==> config.mk <==
export PLATFORM = sky130hd
export DESIGN_NAME = row_col_dram_ctrl
export DESIGN_NICKNAME = d
export VERILOG_FILES = /design/src/rtl/row_col_dram_ctrl.sv
export SDC_FILE = /design/constraint.sdc
export NUM_CORES = 1
export LEC_CHECK = 0
export CAP_MARGIN = 20
export CORE_AREA = 5 5 73 75
export CTS_BUF_LIST = sky130_fd_sc_hd__clkbuf_4
export CTS_CLUSTER_SIZE = 8
export DETAILED_ROUTE_END_ITERATION = 6
export DIE_AREA = 0 0 78 80
export GPL_TIMING_DRIVEN = 0
export PLACE_DENSITY_LB_ADDON = 0.2
export SLEW_MARGIN = 20
export SYNTH_ARGS = -nofsm -noshare
export SYNTH_HDL_FRONTEND = slang
export SYNTH_SLANG_ARGS = --single-unit
==> constraint.sdc <==
create_clock -name clk -period 4 [get_ports clk]
set_input_delay 1 -clock clk [delete_from_list [all_inputs] [get_ports clk]]
set_output_delay 1 -clock clk [all_outputs]
set_load 0.01 [all_outputs]
==> src/rtl/row_col_dram_ctrl.sv <==
// row_col_dram_ctrl: open-page request controller for the row/column DRAM array.
// Serialises single-beat requests into ACT/RD/WR/PRE/REF commands with fixed spacing.
`timescale 1ns/1ps
module row_col_dram_ctrl #(
  parameter int unsigned ROW_W  = 4,
  parameter int unsigned COL_W  = 4,
  parameter int unsigned DATA_W = 8,
  parameter int unsigned T_RP   = 2,
  parameter int unsigned T_RCD  = 2,
  parameter int unsigned CL     = 2,
  parameter int unsigned T_REFI = 64,
  parameter int unsigned T_RFC  = 4
) (
  input  logic                     clk,
  input  logic                     rst_n,
  input  logic                     req_valid,
  output logic                     req_ready,
  input  logic                     req_write,
  input  logic [ROW_W+COL_W-1:0]   req_addr,
  input  logic [DATA_W-1:0]        req_wdata,
  output logic                     resp_valid,
  output logic [DATA_W-1:0]        resp_rdata,
  output logic [2:0]               mem_cmd,
  output logic [ROW_W-1:0]         mem_row,
  output logic [COL_W-1:0]         mem_col,
  output logic [DATA_W-1:0]        mem_wdata,
  input  logic [DATA_W-1:0]        mem_rdata
);

  localparam int unsigned ADDR_W = ROW_W + COL_W;
  localparam int unsigned CNT_W  = 8;
  localparam int unsigned REF_W  = (T_REFI > 1) ? $clog2(T_REFI) : 1;
  // Wait-state reload values: the command state itself accounts for one cycle.
  localparam int unsigned RP_LD  = (T_RP  > 1) ? T_RP  - 2 : 0;
  localparam int unsigned RCD_LD = (T_RCD > 1) ? T_RCD - 2 : 0;
  localparam int unsigned RFC_LD = (T_RFC > 1) ? T_RFC - 2 : 0;
  localparam int unsigned CL_LD  = (CL    > 1) ? CL    - 1 : 0;

  localparam logic [2:0] CMD_NOP = 3'b000;
  localparam logic [2:0] CMD_ACT = 3'b001;
  localparam logic [2:0] CMD_RD  = 3'b010;
  localparam logic [2:0] CMD_WR  = 3'b011;
  localparam logic [2:0] CMD_PRE = 3'b100;
  localparam logic [2:0] CMD_REF = 3'b101;

  typedef enum logic [3:0] {
    S_IDLE, S_PRE, S_PRE_WAIT, S_ACT, S_ACT_WAIT,
    S_ACCESS, S_RD_WAIT, S_REF, S_REF_WAIT
  } state_t;

  state_t             r_state, w_state_nxt;
  logic [CNT_W-1:0]   r_cnt, w_cnt_nxt;
  logic [REF_W-1:0]   r_ref_cnt;
  logic               r_ref_pending;
  logic               r_for_ref;
  logic               r_row_open;
  logic [ROW_W-1:0]   r_open_row;
  logic               r_req_write;
  logic [ADDR_W-1:0]  r_req_addr;
  logic [DATA_W-1:0]  r_req_wdata;
  logic [2:0]         r_cmd, w_cmd_nxt;
  logic               r_resp_valid, w_resp_nxt;
  logic [DATA_W-1:0]  r_resp_rdata;
  logic               w_hs;
  logic               w_write_nxt;
  logic [ROW_W-1:0]   w_req_row;
  logic [ROW_W-1:0]   w_row_nxt;

  assign w_req_row   = req_addr[ADDR_W-1:COL_W];
  assign req_ready   = (r_state == S_IDLE) && !r_ref_pending;
  assign w_write_nxt = w_hs ? req_write : r_req_write;
  assign w_row_nxt   = w_hs ? w_req_row : r_req_addr[ADDR_W-1:COL_W];

  assign mem_cmd    = r_cmd;
  assign mem_row    = r_req_addr[ADDR_W-1:COL_W];
  assign mem_col    = r_req_addr[COL_W-1:0];
  assign mem_wdata  = r_req_wdata;
  assign resp_valid = r_resp_valid;
  assign resp_rdata = r_resp_rdata;

  // Next-state, wait counter, command and response decode.
  always_comb begin
    w_state_nxt = r_state;
    w_cnt_nxt   = (r_cnt != '0) ? r_cnt - CNT_W'(1) : r_cnt;
    w_hs        = 1'b0;
    w_resp_nxt  = 1'b0;
    w_cmd_nxt   = CMD_NOP;
    case (r_state)
      S_IDLE: begin
        if (r_ref_pending) begin
          w_state_nxt = r_row_open ? S_PRE : S_REF;
        end else if (req_valid) begin
          w_hs = 1'b1;
          if (r_row_open && (w_req_row == r_open_row)) w_state_nxt = S_ACCESS;
          else if (r_row_open)                         w_state_nxt = S_PRE;
          else                                         w_state_nxt = S_ACT;
        end
      end
      S_PRE: begin
        if (T_RP > 1) begin
          w_state_nxt = S_PRE_WAIT;
          w_cnt_nxt   = CNT_W'(RP_LD);
        end else begin
          w_state_nxt = r_for_ref ? S_REF : S_ACT;
        end
      end
      S_PRE_WAIT: if (r_cnt == '0) w_state_nxt = r_for_ref ? S_REF : S_ACT;
      S_ACT: begin
        if (T_RCD > 1) begin
          w_state_nxt = S_ACT_WAIT;
          w_cnt_nxt   = CNT_W'(RCD_LD);
        end else begin
          w_state_nxt = S_ACCESS;
        end
      end
      S_ACT_WAIT: if (r_cnt == '0) w_state_nxt = S_ACCESS;
      S_ACCESS: begin
        if (r_req_write) begin
          w_state_nxt = S_IDLE;
        end else begin
          w_state_nxt = S_RD_WAIT;
          w_cnt_nxt   = CNT_W'(CL_LD);
        end
      end
      S_RD_WAIT: begin
        if (r_cnt == '0) begin
          w_state_nxt = S_IDLE;
          w_resp_nxt  = 1'b1;
        end
      end
      S_REF: begin
        if (T_RFC > 1) begin
          w_state_nxt = S_REF_WAIT;
          w_cnt_nxt   = CNT_W'(RFC_LD);
        end else begin
          w_state_nxt = S_IDLE;
        end
      end
      S_REF_WAIT: if (r_cnt == '0) w_state_nxt = S_IDLE;
      default:    w_state_nxt = S_IDLE;
    endcase
    // Command is registered so it appears in the cycle its state is occupied.
    case (w_state_nxt)
      S_PRE:    w_cmd_nxt = CMD_PRE;
      S_ACT:    w_cmd_nxt = CMD_ACT;
      S_ACCESS: w_cmd_nxt = w_write_nxt ? CMD_WR : CMD_RD;
      S_REF:    w_cmd_nxt = CMD_REF;
      default:  w_cmd_nxt = CMD_NOP;
    endcase
  end

  // State, counters, open-row tracking, latched request and response registers.
  always_ff @(posedge clk or negedge rst_n) begin
    if (!rst_n) begin
      r_state       <= S_IDLE;
      r_cnt         <= '0;
      r_ref_cnt     <= '0;
      r_ref_pending <= 1'b0;
      r_for_ref     <= 1'b0;
      r_row_open    <= 1'b0;
      r_open_row    <= '0;
      r_req_write   <= 1'b0;
      r_req_addr    <= '0;
      r_req_wdata   <= '0;
      r_cmd         <= CMD_NOP;
      r_resp_valid  <= 1'b0;
      r_resp_rdata  <= '0;
    end else begin
      r_state      <= w_state_nxt;
      r_cnt        <= w_cnt_nxt;
      r_cmd        <= w_cmd_nxt;
      r_resp_valid <= w_resp_nxt;
      if (w_resp_nxt) r_resp_rdata <= mem_rdata;
      if (r_state == S_IDLE) r_for_ref <= r_ref_pending;
      if (w_hs) begin
        r_req_write <= req_write;
        r_req_addr  <= req_addr;
        r_req_wdata <= req_wdata;
      end
      if (w_state_nxt == S_ACT) begin
        r_row_open <= 1'b1;
        r_open_row <= w_row_nxt;
      end else if ((w_state_nxt == S_PRE) || (w_state_nxt == S_REF)) begin
        r_row_open <= 1'b0;
      end
      // A new interval expiring outranks the clear from a REF issued in the same cycle.
      if (r_ref_cnt == REF_W'(T_REFI - 1)) begin
        r_ref_cnt     <= '0;
        r_ref_pending <= 1'b1;
      end else begin
        r_ref_cnt <= r_ref_cnt + REF_W'(1);
        if ((w_state_nxt == S_REF) && (r_state != S_REF)) r_ref_pending <= 1'b0;
      end
    end
  end

endmodule

==> impl_metrics.tcl <==
set metrics [dict create \
    crit_chain "clkbuf_1 -> nor4_2 -> nor2b_1 -> clkdlybuf4s50_1" \
    dp_slack_ns 0.986 \
    setup_viol 0 \
    cp.arrival_ns 2.18 \
    status "finished clean" \
    core_area_mm2 0.00460 \
    fin_nets 300 \
    finalWirelength_um 4770 \
    synthArstFlopShare_pct 100 \
    grt_max_degree 55 \
    grt_pass1_wl_um 8250 \
    viasPerCell 5.24 \
    tns_ns 0 \
    whs_ns 0.480 \
    tightestPinTransition_ns 0.672 \
    rsz0062_at_grt "no" \
    synth_cells 207 \
    ys_warn_count 0 \
    cts_tree "yes" \
    netlist_area_mm2 0.00240 \
    ys_seq_area_share_pct 56.3 \
    cts_setup_buffers 0 \
    p_per_area_mw_per_mm2 745 \
    ys_ff_latch 54 \
    slew_violations 0 \
    num_rows 25 \
    firstDrtPassIters 5 \
    synthFlopType "dfrtp_1" \
    drt_iter0_markers 95 \
    path_clk_slew_ns 0.15 \
    gp_congestion 0.825 \
    utilization_pct 67.5 \
    syn_nets 237 \
    max_stage_delay_ns 0.54 \
    final_hold_viol_count 0 \
    clockBufferDepth 2 \
    period_needed_ns 3.18 \
    fill_cells 353 \
    io_buffers 56 \
    cap_violations 0 \
    cts_root_buf "clkbuf_4" \
    yosysUniqueCellTypes 40 \
    antenna_found_initial 0 \
    min_path_type "reg -> reg" \
    io_pins 57 \
    synth-edff-count 0 \
    die_area_mm2 0.00624 \
    crit_path_end_kind "output port" \
    max_freq_ghz 0.314 \
    clk-insertion-delay-late_ns 0.36 \
    cpMaxStageDelayCell "clkdlybuf4s50_1" \
    grt_pass1_vias 1726 \
    drt_drc_violations_left 0 \
    layout_setup_ws_ns 0.820 \
    cts_hold_buffers 0 \
    path_class "reg -> out" \
    area_growth_pct 29.3 \
    power_w 0.00231 \
    cts_resized 0 \
    drive_above_1_share_pct 12.5 \
    die_h_um 80 \
    grt-ovfl-total 0 \
    p_leak_nw 1.37 \
    worstPathRequired_ns 3.00 \
    clock-sinks 54 \
    cp_max_fo 10 \
    fin_skew_ns 0.0150 \
    vdd_ir_drop_max_mv 0.393 \
    ant_nets 0 \
    chipWidth_um 78 \
    htree_num_levels 2 \
    syn_avg_cell_area_um2 11.6 \
    startpoint_type "flip-flop" \
    relSlewSlack_pct 55.2 \
    hpwl_um 3550 \
    dr_total_vias 1703 \
    wl_per_cell_um 14.7 \
    fin_crit_sh_pct 79.5 \
    diodes 0 \
    track_usage_pct 16.5 \
    numCtsBuffers 5 \
    start_util_pct 52.2 \
]
==> metal layers <==
metal	up-vias	wire length, µm	global-route usage (%)
li1	837	-	-
met1	825	1980	20.7
met2	33	2460	28.0
met3	8	266	5.19
met4	0	63	3.55
met5	-	0	0
==> power by group <==
part	switching, W	total, W	internal [W]
Clock	0.000164	0.000294	0.000130
Sequential	0.000145	0.000910	0.000766
Combinational	0.000524	0.00111	0.000586
Total	0.000833	0.00231	0.00148
==> registers in the layout, indices dropped and copies added, names as in the netlist <==
| signal | flops |
|---|---|
| mem_wdata | 8 |
| r_cnt | 8 |
| r_req_addr | 8 |
| resp_rdata | 8 |
| r_ref_cnt | 6 |
| r_open_row | 4 |
| r_state | 4 |
| mem_cmd | 3 |
| r_for_ref | 1 |
| r_ref_pending | 1 |
| r_req_write | 1 |
| r_row_open | 1 |
| resp_valid | 1 |
==> final cells by class <==
type	instances	area, µm²	share of cell area [%]
buffer	5	18.8	0.604
clock inverter	3	40.0	1.29
sequential	54	1350	43.5
inverter	7	26.3	0.846
tap	54	67.6	2.18
multi-input combinational	141	1010	32.4
clock buffer	5	37.5	1.21
timing repair buffer	56	558	18.0
==> stage by stage <==
stage,area (µm²),std cells
floorplan,2400,207
global placement,3030,317
detailed placement,3030,317
CTS,3110,325
global route,3110,325
finish,3110,325
==> synthesized netlist by cell type, types with 2 or more instances <==
master	number	area, µm²
a21oi_1	4	20.0
and2_1	2	12.5
clkbuf_1	5	18.8
dfrtp_1	54	1350
ha_1	2	25.0
inv_1	6	22.5
mux2_1	4	45.0
mux2_2	18	203
nand2_1	34	128
nand3_1	3	15.0
nand3b_1	3	22.5
nand4_1	2	12.5
nor2_1	17	63.8
nor2b_1	2	12.5
nor3_1	2	10.0
nor4_4	2	42.5
nor4b_1	2	17.5
o21ai_0	10	50.1
xnor2_1	9	78.8
xor2_1	6	52.6
==> worst max-delay path, delay by kind of cell (launching register included) <==
family / cells / cell delay (ns)
buf+inv: 2 / 0.75
simple gates: 2 / 0.66
flops: 1 / 0.40
==> kinds of logic (layout without fill, tap and decap cells) <==
kind of cell / Yosys count / in the layout / synth area share, %
xor+xnor: 15 / 15 / 5.47
simple gates: 77 / 77 / 17.2
fa+ha+maj: 2 / 2 / 1.04
compound gates: 24 / 24 / 7.45
buf+inv: 12 / 76 / 1.87
mux: 23 / 23 / 10.7
flops: 54 / 54 / 56.3
==> cell usage in the layout (no fill, tap or decap), drive strengths merged, types with 3 or more instances in the layout <==
cell	n
mux2	22
nand3	4
nor4	3
clkbuf	10
clkinv	3
nand3b	3
inv	6
xnor2	9
o21ai	11
clkdlybuf4s50	55
a21oi	4
nand2	34
xor2	6
dfrtp	54
nor2	17
==> worst paths after layout <==
path | start | end | slack [ns] | depth (start not counted)
setup / recovery | r_state[0] | req_ready | 0.82 | 4
hold / removal | r_ref_cnt[4] | r_ref_cnt[4] | 0.48 | 1
setup reg to reg | r_state[0] | r_row_open | 1.33 | 6
hold reg to reg | r_ref_cnt[4] | r_ref_cnt[4] | 0.48 | 1
max in group asynchronous | rst_n | r_ref_cnt[0] | 2.90 | 1
min in group asynchronous | rst_n | r_cnt[1] | 0.64 | 1
Note: power is estimated with default switching activity, not from simulation.
